<file path="config.mk">
export PLATFORM = sky130hd
export DESIGN_NAME = vga_sync_rx
export DESIGN_NICKNAME = d
export VERILOG_FILES = /design/src/rtl/vga_rx_pkg.sv /design/src/rtl/vga_sync_edge.sv /design/src/rtl/vga_sync_rx.sv
export SDC_FILE = /design/constraint.sdc
export NUM_CORES = 1
export LEC_CHECK = 0
export ABC_AREA = 1
export CORE_MARGIN = 2
export CORE_UTILIZATION = 35
export CTS_CLUSTER_DIAMETER = 200
export CTS_CLUSTER_SIZE = 40
export DETAILED_ROUTE_END_ITERATION = 10
export GPL_TIMING_DRIVEN = 0
export PLACE_DENSITY = 0.56
export RECOVER_POWER = 50
export SLEW_MARGIN = 25
export SYNTH_ARGS = -nofsm -noshare
export SYNTH_HDL_FRONTEND = slang
export SYNTH_SLANG_ARGS = --single-unit
</file>
<file path="constraint.sdc">
create_clock -name clk -period 1.98 [get_ports clk]
set_input_delay 0.198 -clock clk [delete_from_list [all_inputs] [get_ports clk]]
set_output_delay 0.198 -clock clk [all_outputs]
set_load 0.01 [all_outputs]
</file>
<file path="src/rtl/vga_rx_pkg.sv">
// Shared timing defaults, receiver state encoding and pixel type for the VGA sync receiver.
package vga_rx_pkg;

   localparam int DEF_H_SYNC = 96;
   localparam int DEF_H_BACK = 48;
   localparam int DEF_H_ACT  = 640;
   localparam int DEF_V_SYNC = 2;
   localparam int DEF_V_BACK = 31;
   localparam int DEF_V_ACT  = 480;

   localparam logic [11:0] CNT_MAX = 12'hFFF;

   typedef enum logic [1:0] {
      ST_SEARCH,
      ST_ALIGN,
      ST_RUN
   } rx_state_e;

   typedef logic [23:0] pixel_t;

   function automatic logic [11:0] sat_inc(input logic [11:0] v);
      return (v == CNT_MAX) ? v : v + 12'd1;
   endfunction

endpackage

</file>
<file path="src/rtl/vga_sync_edge.sv">
// Registers one sync input, normalises it to active-high and flags its assertion edge.
module vga_sync_edge #(
   parameter int SYNC_POL = 0
) (
   input  logic clk,
   input  logic rst,
   input  logic sync_i,
   output logic rise_o
);

   logic norm;
   logic level_q;

   assign norm = (SYNC_POL != 0) ? sync_i : ~sync_i;

   always_ff @(posedge clk) begin
      if (rst) begin
         level_q <= 1'b0;
      end else begin
         level_q <= norm;
      end
   end

   // High in the cycle whose clock edge moves the registered level 0->1, so
   // counters loaded by it line up with the pixel captured on that same edge.
   assign rise_o = norm & ~level_q;

endmodule

</file>
<file path="src/rtl/vga_sync_rx.sv">
// VGA sync receiver: recovers pixel coordinates from h_sync/v_sync and captures active pixels.
// Optional VGA_RX_MEASURE_EN: lock is based on measured line/frame totals instead of FSM state.
module vga_sync_rx
   import vga_rx_pkg::*;
#(
   parameter int H_SYNC   = DEF_H_SYNC,
   parameter int H_BACK   = DEF_H_BACK,
   parameter int H_ACT    = DEF_H_ACT,
   parameter int V_SYNC   = DEF_V_SYNC,
   parameter int V_BACK   = DEF_V_BACK,
   parameter int V_ACT    = DEF_V_ACT,
   parameter int SYNC_POL = 0
) (
   input  logic        clk,
   input  logic        rst,
   input  logic        h_sync,
   input  logic        v_sync,
   input  logic [23:0] rgb_in,
   output logic        pix_valid,
   output logic [11:0] pix_x,
   output logic [11:0] pix_y,
   output logic [23:0] pix_rgb,
   output logic        frame_start,
   output logic        frame_done,
   output logic        locked
);

   localparam logic [11:0] H_START = 12'(H_SYNC + H_BACK);
   localparam logic [11:0] H_LAST  = 12'(H_SYNC + H_BACK + H_ACT - 1);
   localparam logic [11:0] V_START = 12'(V_SYNC + V_BACK);
   localparam logic [11:0] V_LAST  = 12'(V_SYNC + V_BACK + V_ACT - 1);
   localparam logic [11:0] X_LAST  = 12'(H_ACT - 1);
   localparam logic [11:0] Y_LAST  = 12'(V_ACT - 1);

   logic [1:0]  sync_in;
   logic [1:0]  sync_rise;
   logic        hs_rise;
   logic        vs_rise;
   pixel_t      rgb_q;
   logic [11:0] h_cnt_q, h_cnt_d;
   logic [11:0] v_cnt_q, v_cnt_d;
   logic        vs_pend_q, vs_pend_d;
   logic        v_load;
   rx_state_e   state_q, state_d;
   logic        active;
   logic [11:0] x_off, y_off;
   logic        pix_valid_q, frame_start_q, frame_done_q, locked_q;
   logic [11:0] pix_x_q, pix_y_q;
   pixel_t      pix_rgb_q;

   assign sync_in = {v_sync, h_sync};

   generate
      for (genvar gi = 0; gi < 2; gi++) begin : g_sync
         vga_sync_edge #(.SYNC_POL(SYNC_POL)) u_edge (
            .clk    (clk),
            .rst    (rst),
            .sync_i (sync_in[gi]),
            .rise_o (sync_rise[gi])
         );
      end
   endgenerate

   assign hs_rise = sync_rise[0];
   assign vs_rise = sync_rise[1];

   // A vsync edge arms the row reset; the first hsync edge at or after it applies it.
   assign v_load = hs_rise & (vs_pend_q | vs_rise);

   always_comb begin
      h_cnt_d   = hs_rise ? 12'd0 : sat_inc(h_cnt_q);
      v_cnt_d   = v_cnt_q;
      vs_pend_d = vs_pend_q;
      if (v_load) begin
         v_cnt_d   = 12'd0;
         vs_pend_d = 1'b0;
      end else begin
         if (hs_rise) v_cnt_d = sat_inc(v_cnt_q);
         if (vs_rise) vs_pend_d = 1'b1;
      end
   end

   always_comb begin
      state_d = state_q;
      case (state_q)
         ST_SEARCH: if (vs_rise) state_d = v_load ? ST_RUN : ST_ALIGN;
         ST_ALIGN:  if (v_load)  state_d = ST_RUN;
         ST_RUN:    state_d = ST_RUN;
         default:   state_d = ST_SEARCH;
      endcase
      if (h_cnt_q == CNT_MAX) state_d = ST_SEARCH;
   end

   assign x_off  = h_cnt_q - H_START;
   assign y_off  = v_cnt_q - V_START;
   assign active = (state_q == ST_RUN)
                 && (h_cnt_q >= H_START) && (h_cnt_q <= H_LAST)
                 && (v_cnt_q >= V_START) && (v_cnt_q <= V_LAST);

   always_ff @(posedge clk) begin
      if (rst) begin
         rgb_q         <= '0;
         h_cnt_q       <= 12'd0;
         v_cnt_q       <= 12'd0;
         vs_pend_q     <= 1'b0;
         state_q       <= ST_SEARCH;
         pix_valid_q   <= 1'b0;
         pix_x_q       <= 12'd0;
         pix_y_q       <= 12'd0;
         pix_rgb_q     <= '0;
         frame_start_q <= 1'b0;
         frame_done_q  <= 1'b0;
      end else begin
         rgb_q         <= rgb_in;
         h_cnt_q       <= h_cnt_d;
         v_cnt_q       <= v_cnt_d;
         vs_pend_q     <= vs_pend_d;
         state_q       <= state_d;
         pix_valid_q   <= active;
         pix_x_q       <= active ? x_off : 12'd0;
         pix_y_q       <= active ? y_off : 12'd0;
         pix_rgb_q     <= active ? rgb_q : '0;
         frame_start_q <= active && (x_off == 12'd0) && (y_off == 12'd0);
         frame_done_q  <= active && (x_off == X_LAST) && (y_off == Y_LAST);
      end
   end

`ifdef VGA_RX_MEASURE_EN
   logic [11:0] h_total_q, v_total_q;
   logic [11:0] h_meas, v_meas;
   logic        frame_bad_q, h_mis, v_mis;

   assign h_meas = h_cnt_q + 12'd1;
   assign v_meas = v_cnt_q + 12'd1;
   assign h_mis  = hs_rise && (h_meas != h_total_q);
   assign v_mis  = v_meas != v_total_q;

   // A frame counts as good when every line and the frame length repeat the previous ones.
   always_ff @(posedge clk) begin
      if (rst) begin
         h_total_q   <= 12'd0;
         v_total_q   <= 12'd0;
         frame_bad_q <= 1'b1;
         locked_q    <= 1'b0;
      end else begin
         if (hs_rise) h_total_q <= h_meas;
         if (vs_rise) v_total_q <= v_meas;
         if (state_d == ST_SEARCH) begin
            frame_bad_q <= 1'b1;
            locked_q    <= 1'b0;
         end else if (vs_rise) begin
            locked_q    <= !(frame_bad_q || h_mis || v_mis);
            frame_bad_q <= 1'b0;
         end else if (h_mis) begin
            frame_bad_q <= 1'b1;
            locked_q    <= 1'b0;
         end
      end
   end
`else
   always_ff @(posedge clk) begin
      if (rst) begin
         locked_q <= 1'b0;
      end else begin
         locked_q <= (state_d == ST_RUN);
      end
   end
`endif

   assign pix_valid   = pix_valid_q;
   assign pix_x       = pix_x_q;
   assign pix_y       = pix_y_q;
   assign pix_rgb     = pix_rgb_q;
   assign frame_start = frame_start_q;
   assign frame_done  = frame_done_q;
   assign locked      = locked_q;

endmodule

</file>
Yosys cells after proc, flatten, opt, wreduce, memory -nomap -nowiden
Cells that the tools add are included.

word-level totals
  register bits = 105
  input bits = 28
  output and inout port bits = 52
  word-level logic and storage cells = 59

operators by class
  add/sub/neg operators = 4
  order comparisons = 4
  equality and inequality tests = 7
  multiplexer cells = 5
  bitwise gates (word level) = 10
  reductions and logical operators = 15

operator list
  cell                     number
  $add A12 B1 Y12 const B  2
  $eq A12 B12 Y1 const B   2
  $le A12 B10 Y1 const B   2
  $logic_not A12 Y1        2
  $eq A12 B10 Y1 const B   1
  $eq A12 B9 Y1 const B    1
  $ge A12 B6 Y1 const B    1
  $ge A12 B8 Y1 const B    1
  $sub A12 B6 Y12 const B  1
  $sub A12 B8 Y12 const B  1
  $logic_and A1 B1 Y1      8
  $mux W2                  4
  $not A1 Y1               6
  $pmux W2 S3              1
  $reduce_or A2 Y1         3
  $eq A2 B2 Y1 const B     2
  $and A1 B1 Y1            3
  $eq A2 B1 Y1 const B     1
  $logic_not A2 Y1         1
  $reduce_and A2 Y1        1
  $or A1 B1 Y1             1

Depth between registers and ports, before layout
  depth after elaboration = 9
  mapped depth = 15
  gate-level depth less buffers = 13

Modules after synthesis
Synthesis repeated with hierarchy kept, for this count alone.

second synthesis, totals
  cell total of the unflattened synthesis = 578
  area total of the unflattened synthesis = 4581.9 µm²

modules (own cells, without submodules)
  module         instances  cells each  area each (µm²)  sequential area each (µm²)
  vga_sync_rx    1          572         4526.8           2062.0
  vga_sync_edge  2          3           27.5             20.0

Worst setup path before layout
OpenSTA, ideal clock, no wires.

  path type = register to register
  start point = register v_cnt_q[0]
  end point = register pix_y_q[0], in the netlist pix_y[0]
  library setup time = 0.120 ns
  arrival = 1.719 ns
  data required time = 1.860 ns
  setup slack = 0.141 ns
  stages on the path, launching flop included = 16
  path buffers = 2
  period minus slack after synthesis = 1.839 ns
  cells stage by stage = dfxtp_1 inv_1 ha_1 inv_1 nor2_1 nand2_1 nand2_1 nand2_1 nor2_2 nand2_1 nand2_2 nor2_4 inv_2 buf_6 buf_12 nor2_2

on the way
  elaborated cells between the ends (all ways) = 7
  those cells by class = add/sub: 1; order compare: 2; bitwise: 1; reduce/logical: 3

RTL lines
  what                      line                source
  start: declaration        vga_sync_rx.sv:41   logic [11:0] v_cnt_q, v_cnt_d;
  start signal: assignment  vga_sync_rx.sv:116  v_cnt_q <= v_cnt_d;
  $sub A12 B6 Y12           vga_sync_rx.sv:95   assign y_off = v_cnt_q - V_START;
  via y_off[0]              vga_sync_rx.sv:46   logic [11:0] x_off, y_off;
  end signal: assignment    vga_sync_rx.sv:121  pix_y_q <= active ? y_off : 12'd0;
  end: declaration          vga_sync_rx.sv:48   logic [11:0] pix_x_q, pix_y_q;

The timed path passes the listed nets, and every way through them passes these cells.
A chain may end at the register's enable or synchronous reset.

Worst setup path in the final report
  start point = register v_cnt_q[0]
  end point = register pix_y_q[4], in the netlist pix_y[4]

on the way
  cells in the longest elaborated chain, start to end = 5
  elaborated cells between the ends (all ways) = 7
  those cells by class = add/sub: 1; order compare: 2; bitwise: 1; reduce/logical: 3

ends and longest elaborated chain
  what                               line               source
  $ge A12 B6 Y1                      vga_sync_rx.sv:98  && (v_cnt_q >= V_START) && (v_cnt_q <= V_LAST);
  $logic_and A1 B1 Y1 (2 in series)  vga_sync_rx.sv:98
  $not A1 Y1 (no source line)        --
  $reduce_or A2 Y1 (no source line)  --

Several ways; a longest one is shown, not always the timed one.

==> parameters.txt <==
Parameter                              Value

Run status
  Status    completed

Worst setup path
  CP Cell Sequence    inv_6 -> ha_2 -> inv_1 -> nor2_2 -> nand2_2 -> nand2_2 -> nand2_2 -> nor2_4 -> nand2_1 -> nand2_2 -> nor2_4 -> inv_2 -> buf_12 -> clkbuf_16 -> nor2_2
  Data required time at the worst endpoint    between 2000 and 2500 ps
  Nature of the critical path endpoint    flip-flop
  Setup CP Type    reg -> reg
  Worst path max stage delay    between 300 and 400 ps
  Max stage delay cell, worst path    dfxtp_4
  Nature of the critical path startpoint    flip-flop
  Dominant cell type by count on the critical path    nand2_2
  Data arrival time of the critical path    2080 ps
  Critical Path Fanout Max    8

Die
  IO Count    80
  Count of standard-cell rows    40
  Std-Cell Core Area    around 12000 um^2
  Die boundary height    ~110 um
  Die W    around 110 um
  Initial standard-cell utilization of the core    35.8%
  Die Footprint    13100 um^2

STA
  Clock Skew    roughly 5.9 ps
  Final critical-path share of the clock period    92.5%
  Final hold violation count    0
  Setup TNS    0 ps
  Number of slew-limit violations in the final report    0
  Transition time at the pin with the least slew margin    ~650 ps
  Fmax    546 MHz
  Final critical-path required period    1830 ps
  Final count of negative-setup-slack endpoints    0
  Slew Limit Headroom    a little under three fifths

Hold path
  Path type of the worst min-delay path    in -> reg

Route
  Total wire length    a little over 10000 um
  Number of nets with antenna violations after detailed routing    0
  Routed via count    between 3000 and 4000
  Count of routing violations after the opening detailed-route iteration    260
  Via-to-Cell Ratio    4.55
  Wire per inst    approximately 12 um
  DRC violations left    0
  First-pass iteration count of the detailed router    4

Power and ir drop
  Max VDD drop    approximately 0.00038 V
  Fraction of power spent switching nets    approximately 23%
  Switching Power    between 0.9 and 1 mW
  Overall power consumption    ~4.1 mW
  Share of total power in combinational logic    about 6.1%
  Clock group share of total power    approximately two fifths
  Sequential share of power    between 50% and 60%
  Pleak    2.69 nW
  Internal power contribution    3.19 mW
  PwrDens    about 730 nW/um^2

Clock network
  Reg clk slew, reported paths    70 ps
  CTS Root Cell    clkbuf_16
  Htree depth    3
  Total CTS buffers    9
  Longest Clk Path Bufs    2
  Clock tree from TritonCTS    done
  TritonCTS sink count    105
  Insertion delay to the later sink of the worst-skew pair    between 300 and 400 ps

Placement
  IO Port Bufs    just under 80
  Detailed-placement wirelength estimate    7440 um
  RD Place Congestion    0.865
  Dpl cell area    5260 um^2

Global routing
  GRT Residual Overflow    0
  Total global routing track utilization    16.1%
  Via count of the first global-routing pass    between 3000 and 4000
  First-pass GRT wire length    roughly 16000 um
  Maximum number of pins on one net before global-route repair    18
  Number of antenna violations at the first check in global routing    0

Cells and area
  Fillcell total    about 1200
  Total Nets Final    702
  Layout Area Growth over Synthesis    32.7%
  Post-layout instance area    around 5700 um^2
  Ant. Diodes    0
  Share of cells above drive strength 1    approximately an eighth

Yosys
  Cell Area, Synth    around 4300 um^2
  Flip-flop cell with the highest count after synthesis    dfxtp_1
  Yosys reg bits    around 110
  Dominant cells by area after synthesis    dfxtp_1 49%, nand2_1 9.4%, inv_1 8.2%, nor2_1 8.1%, nand3_1 3.9%
  Yosys top cell area share    approximately 49%
  Yosys warning count    0
  Post-synth EDFFs    0
  Synth cell types    31
  Cell type with the highest aggregate area in the netlist    dfxtp_1
  Net Count, Synth    604
  Most frequent cell after synthesis    nand2_1
  Mean cell area of the mapped netlist    between 7 and 8 um^2
  Cells after Synth    roughly 560
  Commonest cells in the netlist    107 x nand2_1, 105 x dfxtp_1, 94 x inv_1
  Fraction of registers with async set or reset after synthesis    0%
  Sequential share of the synthesized area    between 40 and 50%

Job
  Number of violations of the max-capacitance limit    0
-- per-stage QoR --
step                      cells  hold slack (ps)  util (%)  setup WS (ps)
final                       813              358      47.5            149
after global routing        813              367      47.5          -1.90
after CTS                   805              350      46.5           5.34
after detailed placement    790              403      44.0           -214
after global placement      790              395      44.0           -177
after floorplan             564              270         -            141
-- critical path, delay by kind of cell (launching register included) --
kind	cells	cell delay (ps)
and+or+nand+nor	9	660
DFF	1	370
adders and majority gates	1	190
buffers and inverters	5	510
-- area by class of cell --
| cell class | count | area, um^2 | share of cell area (%) |
|---|---|---|---|
| Multi-Input combinational cell | 347 | 1740 | 30.6 |
| Buffer | 13 | 116 | 2.05 |
| Inverter | 99 | 377 | 6.63 |
| Timing Repair Buffer | 87 | 868 | 15.3 |
| Tap cell | 147 | 184 | 3.24 |
| Sequential cell | 105 | 2110 | 37.2 |
| Clock buffer | 11 | 253 | 4.45 |
| Clock inverter | 4 | 36.3 | 0.638 |
-- cell families (layout without fill, tap and decap cells) --
kind of cell	count (synthesis)	count (layout)	synth area share, %
simple gates	289	289	29.8
flops	105	105	49.1
compound gates	37	37	4.67
fa+ha+maj	12	12	3.51
xor+xnor	9	9	1.84
buf+inv	112	214	11.1
-- what timing repair did --
item	in CTS	in global routing
setup endpoints to repair	48	56
gates cloned	0	1
setup buffers	0	7
resized for setup	9	16
pin swaps	0	2
hold buffers	0	0
-- routing by layer --
| layer | vias up | wire (um) | GRT usage, % | share of wire, % |
|---|---|---|---|---|
| met1 | 1686 | 4830 | 21.1 | 48 |
| met2 | 91 | 4360 | 24.9 | 43 |
| met5 | - | 0 | 0 | 0 |
| met3 | 16 | 635 | 3.71 | 6.3 |
| li1 | 1909 | - | - | - |
| met4 | 0 | 257 | 7.89 | 2.5 |
-- power groups by stage --
| stage | Clock [mW] | Sequential, mW | Combinational [mW] |
|---|---|---|---|
| floorplan | 0 | 2.21 | 0.137 |
| global placement | 0 | 2.22 | 0.233 |
| finish | 1.72 | 2.17 | 0.253 |
| CTS | 1.77 | 2.17 | 0.238 |
| global route | 1.85 | 2.17 | 0.286 |
| detailed placement | 0 | 2.22 | 0.235 |
-- sequential cells by signal, indices dropped and copies added (netlist names), 2 cells and up --
name,count
state_q,2
g_sync.u_edge.level_q,2
rgb_q,24
pix_rgb,24
h_cnt_q,12
pix_y,12
pix_x,12
v_cnt_q,12
-- path summary, 6_finish.rpt --
check / startpoint / end / slack, ps / cells past startpoint
worst max-delay path: v_cnt_q[0] / pix_y[4] / 150 / 15
worst min-delay path: rgb_in[2] / rgb_q[2] / 360 / 3
worst max register to register: v_cnt_q[0] / pix_y[4] / 150 / 15
worst min register to register: rgb_q[10] / pix_rgb[10] / 410 / 2
-- layout by cell type, fill, tap and decap left out, drive strengths merged, types with 2 or more instances in the layout --
cell type      synthesis  final
nor2                 119    119
nand2                111    111
dfxtp                105    105
inv                   99    101
dlygate4sd3            0     53
nand3                 33     33
a21oi                 26     26
clkdlybuf4s50          0     26
clkbuf                 3     16
buf                   10     16
nor3                  13     13
ha                    12     12
nand4                 10     10
xor2                   7      7
o21ai                  6      6
xnor2                  2      2
a211oi                 2      2
a311oi                 2      2
Power figures use the tool's default switching activity.
